<file path="src/rtl/receptor_monedas.sv">
// rtl/receptor_monedas.sv - coin-slot sensor conditioning, width classification and delivery to maquina_de_cafe
//
// Ports:
//   clk      in   system clock, all logic on posedge
//   rst      in   synchronous active-low reset
//   sensor   in   raw asynchronous coin-slot sensor, high while a coin passes
//   listo    in   machine ready to take a coin (sampled in ENTREGA)
//   hm       out  registered one-cycle "hay moneda" pulse
//   tm       out  coin type (0 chica, 1 grande), valid with hm, holds otherwise
//   rechazo  out  registered one-cycle pulse, coin returned
//   ocupado  out  high whenever the FSM is not idle
// Optional (macro RECEPTOR_CONTADORES_EN):
//   cuenta_ok   out [7:0]  saturating count of hm pulses
//   cuenta_rech out [7:0]  saturating count of rechazo pulses

module receptor_monedas #(
  parameter int DEB_CYC    = 4,
  parameter int MIN_CHICA  = 8,
  parameter int MAX_CHICA  = 15,
  parameter int MIN_GRANDE = 20,
  parameter int MAX_GRANDE = 40,
  parameter int ESPERA     = 64
) (
  input  logic       clk,
  input  logic       rst,
  input  logic       sensor,
  input  logic       listo,
  output logic       hm,
  output logic       tm,
  output logic       rechazo,
  output logic       ocupado
`ifdef RECEPTOR_CONTADORES_EN
  ,
  output logic [7:0] cuenta_ok,
  output logic [7:0] cuenta_rech
`endif
);

  localparam int DW = $clog2(DEB_CYC + 1);
  localparam int WW = $clog2(MAX_GRANDE + 2);
  localparam int EW = $clog2(ESPERA + 1);

  localparam logic [DW-1:0] DEB_LAST = DW'(DEB_CYC - 1);
  localparam logic [WW-1:0] W_SAT    = WW'(MAX_GRANDE + 1);
  localparam logic [WW-1:0] W_MIN_C  = WW'(MIN_CHICA);
  localparam logic [WW-1:0] W_MAX_C  = WW'(MAX_CHICA);
  localparam logic [WW-1:0] W_MIN_G  = WW'(MIN_GRANDE);
  localparam logic [WW-1:0] W_MAX_G  = WW'(MAX_GRANDE);
  localparam logic [EW-1:0] E_MAX    = EW'(ESPERA);

  typedef enum logic [1:0] {
    S_IDLE,
    S_MIDIENDO,
    S_ENTREGA,
    S_RECHAZO
  } estado_t;

  // ---------------------------------------------------------------
  // Input conditioning
  // ---------------------------------------------------------------
  logic          s1, s2;
  logic          v1, v2;       // synchroniser holds real samples once v2 is set
  logic          f, f_d;
  logic [DW-1:0] deb_cnt;
  logic          armed;        // a genuine low level has been seen since reset
  logic          rise;

  always_ff @(posedge clk) begin
    if (!rst) begin
      s1      <= 1'b0;
      s2      <= 1'b0;
      v1      <= 1'b0;
      v2      <= 1'b0;
      f       <= 1'b0;
      f_d     <= 1'b0;
      deb_cnt <= '0;
      armed   <= 1'b0;
    end else begin
      s1  <= sensor;
      s2  <= s1;
      v1  <= 1'b1;
      v2  <= v1;
      f_d <= f;
      // f only follows s2 after DEB_CYC consecutive disagreeing samples,
      // so both edges see the same delay and short glitches vanish.
      if (s2 != f) begin
        if (deb_cnt == DEB_LAST) begin
          f       <= s2;
          deb_cnt <= '0;
        end else begin
          deb_cnt <= deb_cnt + DW'(1);
        end
      end else begin
        deb_cnt <= '0;
      end
      // The reset value of f is not a real observation: a coin sitting in
      // the slot through reset must not look like a fresh arrival.
      if (v2 && !s2 && !f) begin
        armed <= 1'b1;
      end
    end
  end

  assign rise = f && !f_d && armed;

  // ---------------------------------------------------------------
  // Measurement / delivery FSM
  // ---------------------------------------------------------------
  estado_t       state_q, state_d;
  logic [WW-1:0] width_q, width_d;
  logic [EW-1:0] wait_q, wait_d;
  logic          tm_pend_q, tm_pend_d;
  logic          hm_d, tm_d, rechazo_d;

  always_ff @(posedge clk) begin
    if (!rst) begin
      state_q   <= S_IDLE;
      width_q   <= '0;
      wait_q    <= '0;
      tm_pend_q <= 1'b0;
      hm        <= 1'b0;
      tm        <= 1'b0;
      rechazo   <= 1'b0;
    end else begin
      state_q   <= state_d;
      width_q   <= width_d;
      wait_q    <= wait_d;
      tm_pend_q <= tm_pend_d;
      hm        <= hm_d;
      tm        <= tm_d;
      rechazo   <= rechazo_d;
    end
  end

  always_comb begin
    state_d   = state_q;
    width_d   = width_q;
    wait_d    = wait_q;
    tm_pend_d = tm_pend_q;
    hm_d      = 1'b0;
    tm_d      = tm;
    rechazo_d = 1'b0;
    unique case (state_q)
      S_IDLE: begin
        if (rise) begin
          width_d = WW'(1);
          state_d = S_MIDIENDO;
        end
      end
      S_MIDIENDO: begin
        if (f) begin
          if (width_q != W_SAT) begin
            width_d = width_q + WW'(1);
          end
        end else if (width_q >= W_MIN_C && width_q <= W_MAX_C) begin
          tm_pend_d = 1'b0;
          wait_d    = '0;
          state_d   = S_ENTREGA;
        end else if (width_q >= W_MIN_G && width_q <= W_MAX_G) begin
          tm_pend_d = 1'b1;
          wait_d    = '0;
          state_d   = S_ENTREGA;
        end else begin
          rechazo_d = 1'b1;
          state_d   = S_RECHAZO;
        end
      end
      S_ENTREGA: begin
        // listo is checked before the timeout so a late ready still wins
        if (listo) begin
          hm_d    = 1'b1;
          tm_d    = tm_pend_q;
          state_d = S_IDLE;
        end else if (wait_q == E_MAX) begin
          rechazo_d = 1'b1;
          state_d   = S_RECHAZO;
        end else begin
          wait_d = wait_q + EW'(1);
        end
      end
      S_RECHAZO: begin
        state_d = S_IDLE;
      end
      default: begin
        state_d = S_IDLE;
      end
    endcase
  end

  assign ocupado = (state_q != S_IDLE);

`ifdef RECEPTOR_CONTADORES_EN
  always_ff @(posedge clk) begin
    if (!rst) begin
      cuenta_ok   <= 8'd0;
      cuenta_rech <= 8'd0;
    end else begin
      if (hm && cuenta_ok != 8'hFF) begin
        cuenta_ok <= cuenta_ok + 8'd1;
      end
      if (rechazo && cuenta_rech != 8'hFF) begin
        cuenta_rech <= cuenta_rech + 8'd1;
      end
    end
  end
`endif

endmodule

</file>
<file path="config.mk">
export PLATFORM = sky130hd
export DESIGN_NAME = receptor_monedas
export DESIGN_NICKNAME = d
export VERILOG_FILES = /design/src/rtl/receptor_monedas.sv
export SDC_FILE = /design/constraint.sdc
export NUM_CORES = 1
export LEC_CHECK = 0
export ABC_AREA = 1
export BUFFER_PORTS_ARGS = -buffer_cell sky130_fd_sc_hd__buf_4
export CAP_MARGIN = 10
export CORE_MARGIN = 4
export CORE_UTILIZATION = 55
export DETAILED_ROUTE_END_ITERATION = 10
export HOLD_SLACK_MARGIN = 0.08
export PLACE_DENSITY = 0.73
export SYNTH_ARGS = -nofsm -noshare
export SYNTH_HDL_FRONTEND = slang
export SYNTH_SLANG_ARGS = --single-unit
export TNS_END_PERCENT = 50
</file>
<file path="constraint.sdc">
create_clock -name clk -period 1.88 [get_ports clk]
set_input_delay 0 -clock clk [delete_from_list [all_inputs] [get_ports clk]]
set_output_delay 0 -clock clk [all_outputs]
set_load 0.01 [all_outputs]
</file>
==> key figures, run 1 <==
Clock tree
  • Clk_lat worst skew: between 300 and 400 ps
  • CTS H-Tree Depth: 2
  • CTS resizes: 0
  • Clock buffer depth: 2
  • Cts-stage hold buffer count: 4
  • Reg clk slew, reported paths: 90 ps
  • CTS tree: built
  • CTS Buf Count: 5
  • CTS Sinks: 29
  • Setup bufs post-CTS: 0
  • Root Buffer: clkbuf_4

Min path
  • WHS Path Cells: 2
  • Hold Crit Class: flop to flop

Die
  • Die Area: slightly below 4000 sq um
  • Initial core utilization: 0.583
  • Num rows: 19
  • Die Span Y: between 60 and 70 microns
  • Core ar.: between 2000 and 3000 sq um
  • IO Pins: 8
  • Die X: 62.6 microns

Yosys
  • Synth Flop Type: dfxtp_1
  • Mapped Area: about 1600 sq um
  • Synth Register Bits: 29
  • Post-synth EDFFs: 0
  • Syn Area/Cell: about 7.2 sq um
  • Seq/Total Area, Yosys: 0.355
  • Yosys top cell by area: dfxtp_1
  • Top cells by area, synth: dfxtp_1, nand2_1, nand3_1
  • Yosys Warn Count: 0
  • Area share of the leading cell type in the synthesized netlist: 0.355
  • Cells after Synth: around 230
  • Unique masters post-synth: 26
  • Post-Syn Nets: 242
  • Synth async-reset ratio: 0

Worst setup path
  • Critical Path Stages: 8
  • CP peak stage delay: ~450 ps
  • Critical Path RT: ~2100 ps
  • Slowest CP cell: ha_1
  • Critical path arrival: just under 2000 ps
  • Crit-path cells: inv_1 -> ha_1 -> nand2_2 -> o21ai_1 -> nand2_1 -> nor2_4 -> nand3_1 -> a21oi_1
  • Startpoint class of the critical path: flop
  • Max FO, Critical Path: 10
  • Worst setup EP type: flop
  • WP buf/inv: 1
  • CP top delay family: simple AND/OR/NAND/NOR gates
  • Cell count of the worst reg-to-reg path: 8
  • WS Path Type: flop to flop

Placement
  • HPWL after DPL: ~2100 microns
  • DP Cell Count: 260
  • DP Area: about 1700 sq um
  • Gpl congestion: approximately 0.84
  • PortBufs: 7

Power
  • Comb pwr share: 0.316
  • Pwr Total: 1.94 mW
  • Flop pwr share: 0.416
  • P_leak: around 0.75 nW
  • Clock share of power: 0.268
  • Pwr dens: 1080 nW/um^2
  • P_int: 1.25 mW
  • Sw Share: 0.353
  • VDD IR max: around 630 uV
  • Total net switching power: between 600 and 700 uW

Detailed routing
  • WL/cell: roughly 11 microns
  • Total Wirelength: roughly 3000 microns
  • Number of remaining DRC errors: 0
  • Routed Antenna Nets: 0
  • Drt initial violations: 107
  • Vias per cell: a little over 5
  • Vias after detailed routing: roughly 1.4k
  • Initial DRT Pass Iterations: 4

Timing
  • Min Clock Period, post-route: around 1700 ps
  • Hold Fails Final Rpt: 0
  • Final Skew: 6.55 ps
  • Slew headroom: 0.698
  • Worst slew pin tran: around 450 ps
  • Setup_tns: 0 ps
  • Period utilization: 0.917
  • Unrepaired setup endpoints after global routing: false
  • Fmax: about 580 MHz
  • Slew Limit Fails: 0
  • Final setup viols: 0

Cells and area
  • Nets@finish: roughly 250
  • Area Overhead vs Synth: 9.86%
  • Antenna cells: 0
  • FILL cells: 238
  • Post-route cell area: about 1800 sq um
  • Final non-filler cell total: 272
  • Multi-input combinational cell area: between 800 and 900 sq um
  • Core Util, Final: 0.641
  • Seq. cell area: between 500 and 600 sq um
  • Layout cell share with drive strength beyond 1: 0.133

Global route
  • Vias in the first global route: approximately 1.2k
  • Grt ovf: 0
  • Tot GR Track Use: 0.166
  • Largest net degree at the start of global routing: 20
  • First-pass GRT wire length: between 5000 and 6000 microns
  • Initial antenna violation count: 0

Outcome
  • Status: complete, no violations

Job
  • Max Cap Viol: 0
[cell families (layout without fill, tap and decap cells)]
logic type | after synthesis | after routing | synth area share
AND/OR/NAND/NOR | 124 | 124 | 0.359
flip-flops | 29 | 29 | 0.355
buffers and inverters | 36 | 49 | 0.105
adder cells (fa/ha/maj) | 10 | 10 | 0.0765
AO/OA/AOI/OAI | 26 | 26 | 0.0894
XOR/XNOR | 3 | 3 | 0.0161
[synthesized netlist by cell type, types with 2 or more instances]
cell type and instances:
dfxtp_1 29, buf_2 2, buf_6 4, nor2_1 28
nand3_2 2, a21oi_1 19, inv_1 25, inv_2 3
nand2_2 2, o21ai_0 3, nor2_4 4, ha_1 10
nand2_1 49, nand3_1 30, xor2_1 3, nand4_1 4
nor2_2 2
[worst paths after layout]
path / end / slack (ps) / startpoint
setup reg to reg: width_q[2]$_SDFFE_PN0P_ / 160 / state_q[1]$_SDFFE_PN0P_
hold reg to reg: s2$_SDFF_PN0_ / 420 / s1$_SDFF_PN0_
hold / removal: s2$_SDFF_PN0_ / 420 / s1$_SDFF_PN0_
setup / recovery: width_q[2]$_SDFFE_PN0P_ / 160 / state_q[1]$_SDFFE_PN0P_
[worst register-to-register path: cells and delay by family, from the launching register on]
| kind | cells | cell delay (ps) |
|---|---|---|
| compound gates | 2 | 270 |
| fa+ha+maj | 1 | 450 |
| buf+inv | 1 | 120 |
| flops | 1 | 340 |
| simple gates | 4 | 490 |
[metrics by stage]
stage / setup slack (ps) / hold slack, ps
after floorplan: 449 / 27.7
after global placement: 257 / 187
after detailed placement: 239 / 194
after CTS: 192 / 423
after global routing: 16.5 / 439
final: 155 / 419
[placed cells by master, fill, tap and decap left out, drive strengths merged, types with 3 or more instances in the layout]
| cell type | netlist | layout |
|---|---|---|
| ha | 10 | 10 |
| xor2 | 3 | 3 |
| o21ai | 4 | 4 |
| dfxtp | 29 | 29 |
| a21oi | 19 | 19 |
| buf | 7 | 8 |
| clkbuf | 0 | 7 |
| nand3 | 32 | 32 |
| nand4 | 5 | 5 |
| nor2 | 34 | 34 |
| dlygate4sd3 | 0 | 4 |
| inv | 28 | 28 |
| nand2 | 51 | 51 |
[final cells by class]
class / instances / share of cell area
well taps: 31 / 0.0216
inverters: 29 / 0.0605
clock inverters: 1 / 0.0167
flip-flops and latches: 29 / 0.323
repair buffers: 12 / 0.0557
multi-input cells: 163 / 0.492
clock buffers: 7 / 0.0306
[flip-flops by register name (all words and copies together) (netlist names)]
register	flops
armed	1
deb_cnt	3
f	1
f_d	1
hm	1
rechazo	1
s1	1
s2	1
state_q	2
tm	1
tm_pend_q	1
v1	1
v2	1
wait_q	7
width_q	6
[routing by layer]
| layer | routed length (microns) | part of all wire | vias to the layer above | GRT usage |
|---|---|---|---|---|
| li1 | - | - | 754 | - |
| met1 | 1530 | 0.52 | 602 | 0.244 |
| met2 | 1220 | 0.41 | 24 | 0.228 |
| met3 | 149 | 0.051 | 5 | 0.0504 |
| met4 | 48 | 0.016 | 0 | 0.0579 |
| met5 | 0 | 0 | - | 0 |
[power groups by stage]
stage          combinational (mW)  sequential, mW  clock [mW]
2_1_floorplan               0.572           0.783           0
3_3_place_gp                0.597           0.819           0
3_5_place_dp                0.598           0.821           0
4_1_cts                     0.611           0.806       0.534
5_1_grt                     0.702           0.830       0.564
6_report                    0.612           0.806       0.520
Power figures use the tool's default switching activity.
==> run 2, diff against run 1 <==
--- a/config.mk
+++ b/config.mk
@@ -9,10 +9,10 @@
 export BUFFER_PORTS_ARGS = -buffer_cell sky130_fd_sc_hd__buf_4
 export CAP_MARGIN = 10
 export CORE_MARGIN = 4
-export CORE_UTILIZATION = 55
+export CORE_UTILIZATION = 60
 export DETAILED_ROUTE_END_ITERATION = 10
 export HOLD_SLACK_MARGIN = 0.08
-export PLACE_DENSITY = 0.73
+export PLACE_DENSITY = 0.78
 export SYNTH_ARGS = -nofsm -noshare
 export SYNTH_HDL_FRONTEND = slang
 export SYNTH_SLANG_ARGS = --single-unit
==> run 2 against run 1 <==
Power is 7.3% lower. Largest power group unchanged. Combinational power rose by 2%. Final cell count is the same. Critical path depth stayed put. Highest routed layer unchanged. Sequential cell count unchanged. First-iteration DRC count down 22%. Via count increased by 2.2%. Non-clock buffer count grew 1. Sequential share of layout area rose by 0.50 points. Utilization rose by 5.5 points.
==> key figures, run 2 (synthesis results as in run 1) <==
Worst setup path
  • Slowest CP cell: dfxtp_1
  • Max FO, Critical Path: 14 (+4)
  • Startpoint class of the critical path: flop
  • Crit-path cells: inv_1 -> ha_1 -> nand2_1 -> o211ai_2 -> nor2_4 -> nand3_1 -> nand2_1 -> nor2_1
  • CP peak stage delay: 380 ps (-70 ps)
  • CP top delay family: simple AND/OR/NAND/NOR gates
  • WS Path Type: flop to flop
  • Critical path arrival: 1890 ps (-90 ps)
  • Crit-path most repeated cell: nand2_1
  • Critical Path RT: 2090 ps (-40 ps)
  • WP buf/inv: 1 (unchanged)
  • Worst setup EP type: flop

Timing
  • Fmax: 596 MHz (+2.8%)
  • Hold Fails Final Rpt: 0 (unchanged)
  • Final setup viols: 0 (unchanged)
  • Slew headroom: 0.791 (+0.0936)
  • Unrepaired setup endpoints after global routing: false
  • Setup_tns: 0 ps (unchanged)
  • Period utilization: 0.892 (-0.0253)
  • Hold Slack: 422 ps (+3.09 ps)
  • Min Clock Period, post-route: 1680 ps (-47.6 ps)
  • Final Skew: 4.28 ps (-2.26 ps)
  • Worst slew pin tran: 313 ps (-141 ps)
  • Slew Limit Fails: 0 (unchanged)

Detailed routing
  • Vias per cell: 5.21 (+2.2%)
  • Vias after detailed routing: 1416 (+2.2%)
  • Number of remaining DRC errors: 0 (unchanged)
  • Drt initial violations: 83 (-22%)
  • Total Wirelength: 3160 microns (+7.0%)
  • Routed Antenna Nets: 0 (unchanged)
  • WL/cell: 11.6 microns (+7.0%)
  • Initial DRT Pass Iterations: 4 (unchanged)

Placement
  • Gpl congestion: 0.952 (+14%)
  • DP Area: 1680 sq um (+0.37%)
  • PortBufs: 7 (unchanged)
  • HPWL after DPL: 2250 microns (+6.9%)

Cells and area
  • Largest regs: wait_q x7, width_q x6, deb_cnt x3
  • Seq. cell area: 581 sq um (unchanged)
  • Most common cell after layout, fill and taps aside: nand2_1
  • Post-route cell area: 1770 sq um (-1.5%)
  • Area Overhead vs Synth: 8.18%
  • Nets@finish: 255 (+0.39%)
  • Max reg flops: 7 (unchanged)
  • Commonest cells after routing, fill and taps aside: nand2_1, nand3_1, dfxtp_1
  • Multi-input combinational cell area: 885 sq um (unchanged)
  • Largest Register: wait_q
  • Layout cell share with drive strength beyond 1: 0.136 (+0.00358)
  • Antenna cells: 0 (unchanged)
  • FILL cells: 229 (-3.8%)

Die
  • Die Area: 3630 sq um (-7.3%)
  • Initial core utilization: 0.643 (+0.0597)
  • Die Span Y: 60.2 microns (-3.7%)
  • IO Pins: 8 (unchanged)
  • Num rows: 18 (-1)
  • Die X: 60.2 microns (-3.7%)
  • Core ar.: 2540 sq um (-9.3%)

Min path
  • Hold Crit Class: flop to flop

Clock tree
  • Clk_lat worst skew: 310 ps (about the same)
  • CTS Buf Count: 5 (unchanged)
  • CTS H-Tree Depth: 2 (unchanged)
  • CTS tree: built
  • Reg clk slew, reported paths: 90 ps (about the same)
  • CTS Sinks: 29 (unchanged)
  • Root Buffer: clkbuf_4
  • Clock buffer depth: 2 (unchanged)

Outcome
  • Status: complete, no violations

Global route
  • Initial antenna violation count: 0 (unchanged)
  • Tot GR Track Use: 0.206 (+0.0398)
  • First-pass GRT wire length: 5600 microns (+5.2%)
  • Largest net degree at the start of global routing: 20 (unchanged)
  • Grt ovf: 0 (unchanged)
  • Vias in the first global route: 1315 (+6.7%)

Power
  • Sw Share: 0.394 (+0.0415)
  • Pwr dens: 1010 nW/um^2 (-5.9%)
  • P_int: 1.09 mW (-13%)
  • Clock share of power: 0.199 (-0.069)
  • Flop pwr share: 0.454 (+0.038)
  • Comb pwr share: 0.347 (+0.031)
  • P_leak: 0.738 nW (-1.1%)
  • VDD IR max: 718 uV (+15%)
  • Total net switching power: 708 uW (+3.6%)
  • Pwr Total: 1.80 mW (-7.3%)

Job
  • Max Cap Viol: 0 (unchanged)
## run 2: worst paths after layout
check	slack, ps	start	cells past startpoint	end
max	200	state_q[0]$_SDFFE_PN0P_	8	wait_q[5]$_SDFFE_PN0P_
min	420	v1$_DFF_P_	2	v2$_SDFF_PN0_
max reg2reg	200	state_q[0]$_SDFFE_PN0P_	8	wait_q[5]$_SDFFE_PN0P_
min reg2reg	420	v1$_DFF_P_	2	v2$_SDFF_PN0_
## run 2: per-stage QoR
step	setup slack [ps]	util	instances
after global routing	49.7	0.696	272
after global placement	265	0.660	260
after detailed placement	220	0.660	260
final	203	0.696	272
after CTS	209	0.696	272
after floorplan	449	-	228
## run 2: per-layer routing
metal | track usage | vias to the layer above | wire length, microns
met4 | 0.0728 | 0 | 31
met1 | 0.252 | 627 | 1500
met2 | 0.343 | 32 | 1490
met3 | 0.0583 | 4 | 138
met5 | 0 | - | 0
li1 | - | 753 | -
## run 2: power groups by stage
stage          logic, mW  clock network, mW  registers (mW)
2_1_floorplan      0.572                  0           0.783
3_3_place_gp       0.596                  0           0.821
3_5_place_dp       0.612                  0           0.828
4_1_cts            0.621              0.370           0.814
5_1_grt            0.711              0.411           0.827
6_report           0.623              0.357           0.816
## run 2: what timing repair did
action,4_1_cts,5_1_grt
gates resized for setup,0,0
endpoints found under the hold margin,20,0
hold buffers,4,0
setup buffers,0,0
## run 2: area by class of cell
cell class	count	area share
Multi-Input combinational cell	163	0.500
Timing Repair Buffer	13	0.0608
Sequential cell	29	0.328
Inverter	29	0.0615
Clock buffer	6	0.0233
Tap cell	30	0.0212
Clock inverter	2	0.00565
## run 2: worst min-delay path: stages, from the launching register on
cell     delay, ps
dfxtp_1        320
nand2_1         50
inv_1           40
==> run 3, diff against run 2 <==
--- a/config.mk
+++ b/config.mk
@@ -11,8 +11,9 @@
 export CORE_MARGIN = 4
 export CORE_UTILIZATION = 60
 export DETAILED_ROUTE_END_ITERATION = 10
+export GPL_TIMING_DRIVEN = 0
 export HOLD_SLACK_MARGIN = 0.08
-export PLACE_DENSITY = 0.78
+export PLACE_DENSITY = 0.75
 export SYNTH_ARGS = -nofsm -noshare
 export SYNTH_HDL_FRONTEND = slang
 export SYNTH_SLANG_ARGS = --single-unit
==> constraint.sdc (replaced) <==
create_clock -name clk -period 1.88 [get_ports clk]
set_input_delay 0 -clock clk [delete_from_list [all_inputs] [get_ports clk]]
set_output_delay 0 -clock clk [all_outputs]
set_load 0.005 [all_outputs]
==> run 3 against run 2 <==
Sequential power down 3.3%. Register-to-register slack better by 80 ps. Sequential cell count unchanged. First-iteration DRC count down 3.6%. Final cell count up 1.5%. Non-clock buffer count up 4. Utilization up 2.9 points. Die area unchanged. Design area up 4.2%. Critical path type unchanged. Largest cell class unchanged. Largest power group unchanged. Highest routed layer unchanged.
==> key figures, run 3 (synthesis results as in run 1) <==
Die
  • IO Pins: 8 (unchanged)
  • Die X: 60.2 microns (unchanged)
  • Die Span Y: 60.2 microns (unchanged)
  • Initial core utilization: 0.643 (unchanged)
  • Core ar.: 2540 sq um (unchanged)
  • Num rows: 18 (unchanged)
  • Die Area: 3630 sq um (unchanged)

Clock tree
  • CTS tree: built
  • Clock buffer depth: 2 (unchanged)
  • CTS H-Tree Depth: 2 (unchanged)
  • Reg clk slew, reported paths: 110 ps (+20 ps)
  • Root Buffer: clkbuf_4
  • CTS Buf Count: 5 (unchanged)
  • Setup bufs post-CTS: 0 (unchanged)
  • Clk_lat worst skew: 340 ps (+30 ps)
  • CTS Sinks: 29 (unchanged)

Worst setup path
  • Max FO, Critical Path: 10 (-4)
  • WS Path Type: flop to flop
  • Startpoint class of the critical path: flop
  • Critical Path RT: 2130 ps (+40 ps)
  • Critical path arrival: 1840 ps (-50 ps)
  • Worst setup EP type: flop

Timing
  • Fmax: 627 MHz (+5.2%)
  • Slew Limit Fails: 0 (unchanged)
  • Worst slew pin tran: 316 ps (+3.52 ps)
  • Period utilization: 0.848 (-0.0443)
  • Slew headroom: 0.788 (-0.00336)
  • Final setup viols: 0 (unchanged)
  • Unrepaired setup endpoints after global routing: false
  • Min Clock Period, post-route: 1590 ps (-83.3 ps)
  • Final Skew: 20.3 ps (+16.0 ps)
  • Hold Fails Final Rpt: 0 (unchanged)
  • Setup_tns: 0 ps (unchanged)

Min path
  • Hold Crit Class: primary input to flop

Detailed routing
  • Routed Antenna Nets: 0 (unchanged)
  • Drt initial violations: 80 (-3.6%)
  • Number of remaining DRC errors: 0 (unchanged)
  • WL/cell: 11.9 microns (+2.4%)
  • Total Wirelength: 3280 microns (+3.9%)
  • Initial DRT Pass Iterations: 4 (unchanged)
  • Vias per cell: 5.39 (+3.6%)
  • Vias after detailed routing: 1488 (+5.1%)

Global route
  • GR Util met3: 0.0648 (+0.00648)
  • GR Layer Usage met2: 0.361 (+0.0185)
  • Grt ovf: 0 (unchanged)
  • Gr busiest metal: met2
  • Initial antenna violation count: 0 (unchanged)
  • Vias in the first global route: 1419 (+7.9%)
  • Tot GR Track Use: 0.221 (+0.0153)
  • First-pass GRT wire length: 5960 microns (+6.5%)
  • Largest net degree at the start of global routing: 11 (-45%)
  • Grt met1 use: 0.266 (+0.0138)

Cells and area
  • Largest regs: wait_q x7, width_q x6, deb_cnt x3
  • Layout cell share with drive strength beyond 1: 0.159 (+0.0222)
  • Core Util, Final: 0.725 (+0.0295)
  • Nets@finish: 259 (+1.6%)
  • Most common cell after layout, fill and taps aside: nand2_1
  • Antenna cells: 0 (unchanged)
  • Commonest cells after routing, fill and taps aside: nand2_1, nand3_1, dfxtp_1
  • Area Overhead vs Synth: 12.8%
  • Largest Register: wait_q
  • Max reg flops: 7 (unchanged)

Power
  • VDD IR max: 886 uV (+23%)
  • P_leak: 0.776 nW (+5.1%)
  • Pwr dens: 1110 nW/um^2 (+9.5%)

Placement
  • Gpl congestion: 0.860 (-9.7%)
  • HPWL after DPL: 2370 microns (+5.3%)
  • PortBufs: 7 (unchanged)

Job
  • Max Cap Viol: 0 (unchanged)

Outcome
  • Status: complete, no violations
==> run 3: through the flow <==
step                      std cells  hold slack (ps)  power, mW  area, sq um  setup WS (ps)
after detailed placement        265              114       1.51         1730            285
after global placement          265              111       1.48         1730            316
after global routing            276              331       2.20         1850           97.5
after CTS                       276              299       2.06         1850            279
after floorplan                 228             27.7       1.35         1640            449
final                           276              328       2.05         1850            286
==> run 3: cell type report <==
cell class	count	area [sq um]
Fill cell	218	699
Timing Repair Buffer	10	82.6
Clock buffer	6	51.3
Clock inverter	2	37.5
Buffer	7	62.6
Multi-Input combinational cell	163	885
Inverter	29	109
Sequential cell	29	581
Tap cell	30	37.5
==> run 3: layer usage <==
| layer | vias up | routed length, microns |
|---|---|---|
| met5 | - | 0 |
| met4 | 0 | 66 |
| met3 | 8 | 227 |
| met2 | 44 | 1560 |
| met1 | 667 | 1420 |
| li1 | 769 | - |
==> run 3: worst paths after layout <==
path                            end               startpoint  depth (start not counted)  slack [ps]
min reg2reg           v2$_SDFF_PN0_               v1$_DFF_P_                          2         420
max reg2reg  wait_q[0]$_SDFFE_PN0P_  state_q[1]$_SDFFE_PN0P_                         10         290
max          wait_q[0]$_SDFFE_PN0P_  state_q[1]$_SDFFE_PN0P_                         10         290
min                      v1$_DFF_P_                      rst                          2         330
==> run 3: what timing repair did <==
action	in CTS	in global routing
endpoints found under the hold margin	5	0
hold buffers	3	0
gates resized for setup	0	0
==> run 3: worst max-delay path: stages (launching register included) <==
cell	delay, ps
dfxtp_1	370
inv_1	90
ha_1	190
buf_6	150
nand2_2	90
o211ai_2	100
nor2_4	180
buf_6	160
nand3_1	80
nand2_1	60
nor2_1	30
==> run 3: power breakdown <==
part / leakage (nW) / total (mW) / switching [mW] / internal, mW
registers: 0.236 / 0.789 / 0.0952 / 0.694
clock network: 0.0445 / 0.548 / 0.233 / 0.316
logic: 0.495 / 0.713 / 0.414 / 0.299
total: 0.776 / 2.05 / 0.741 / 1.31
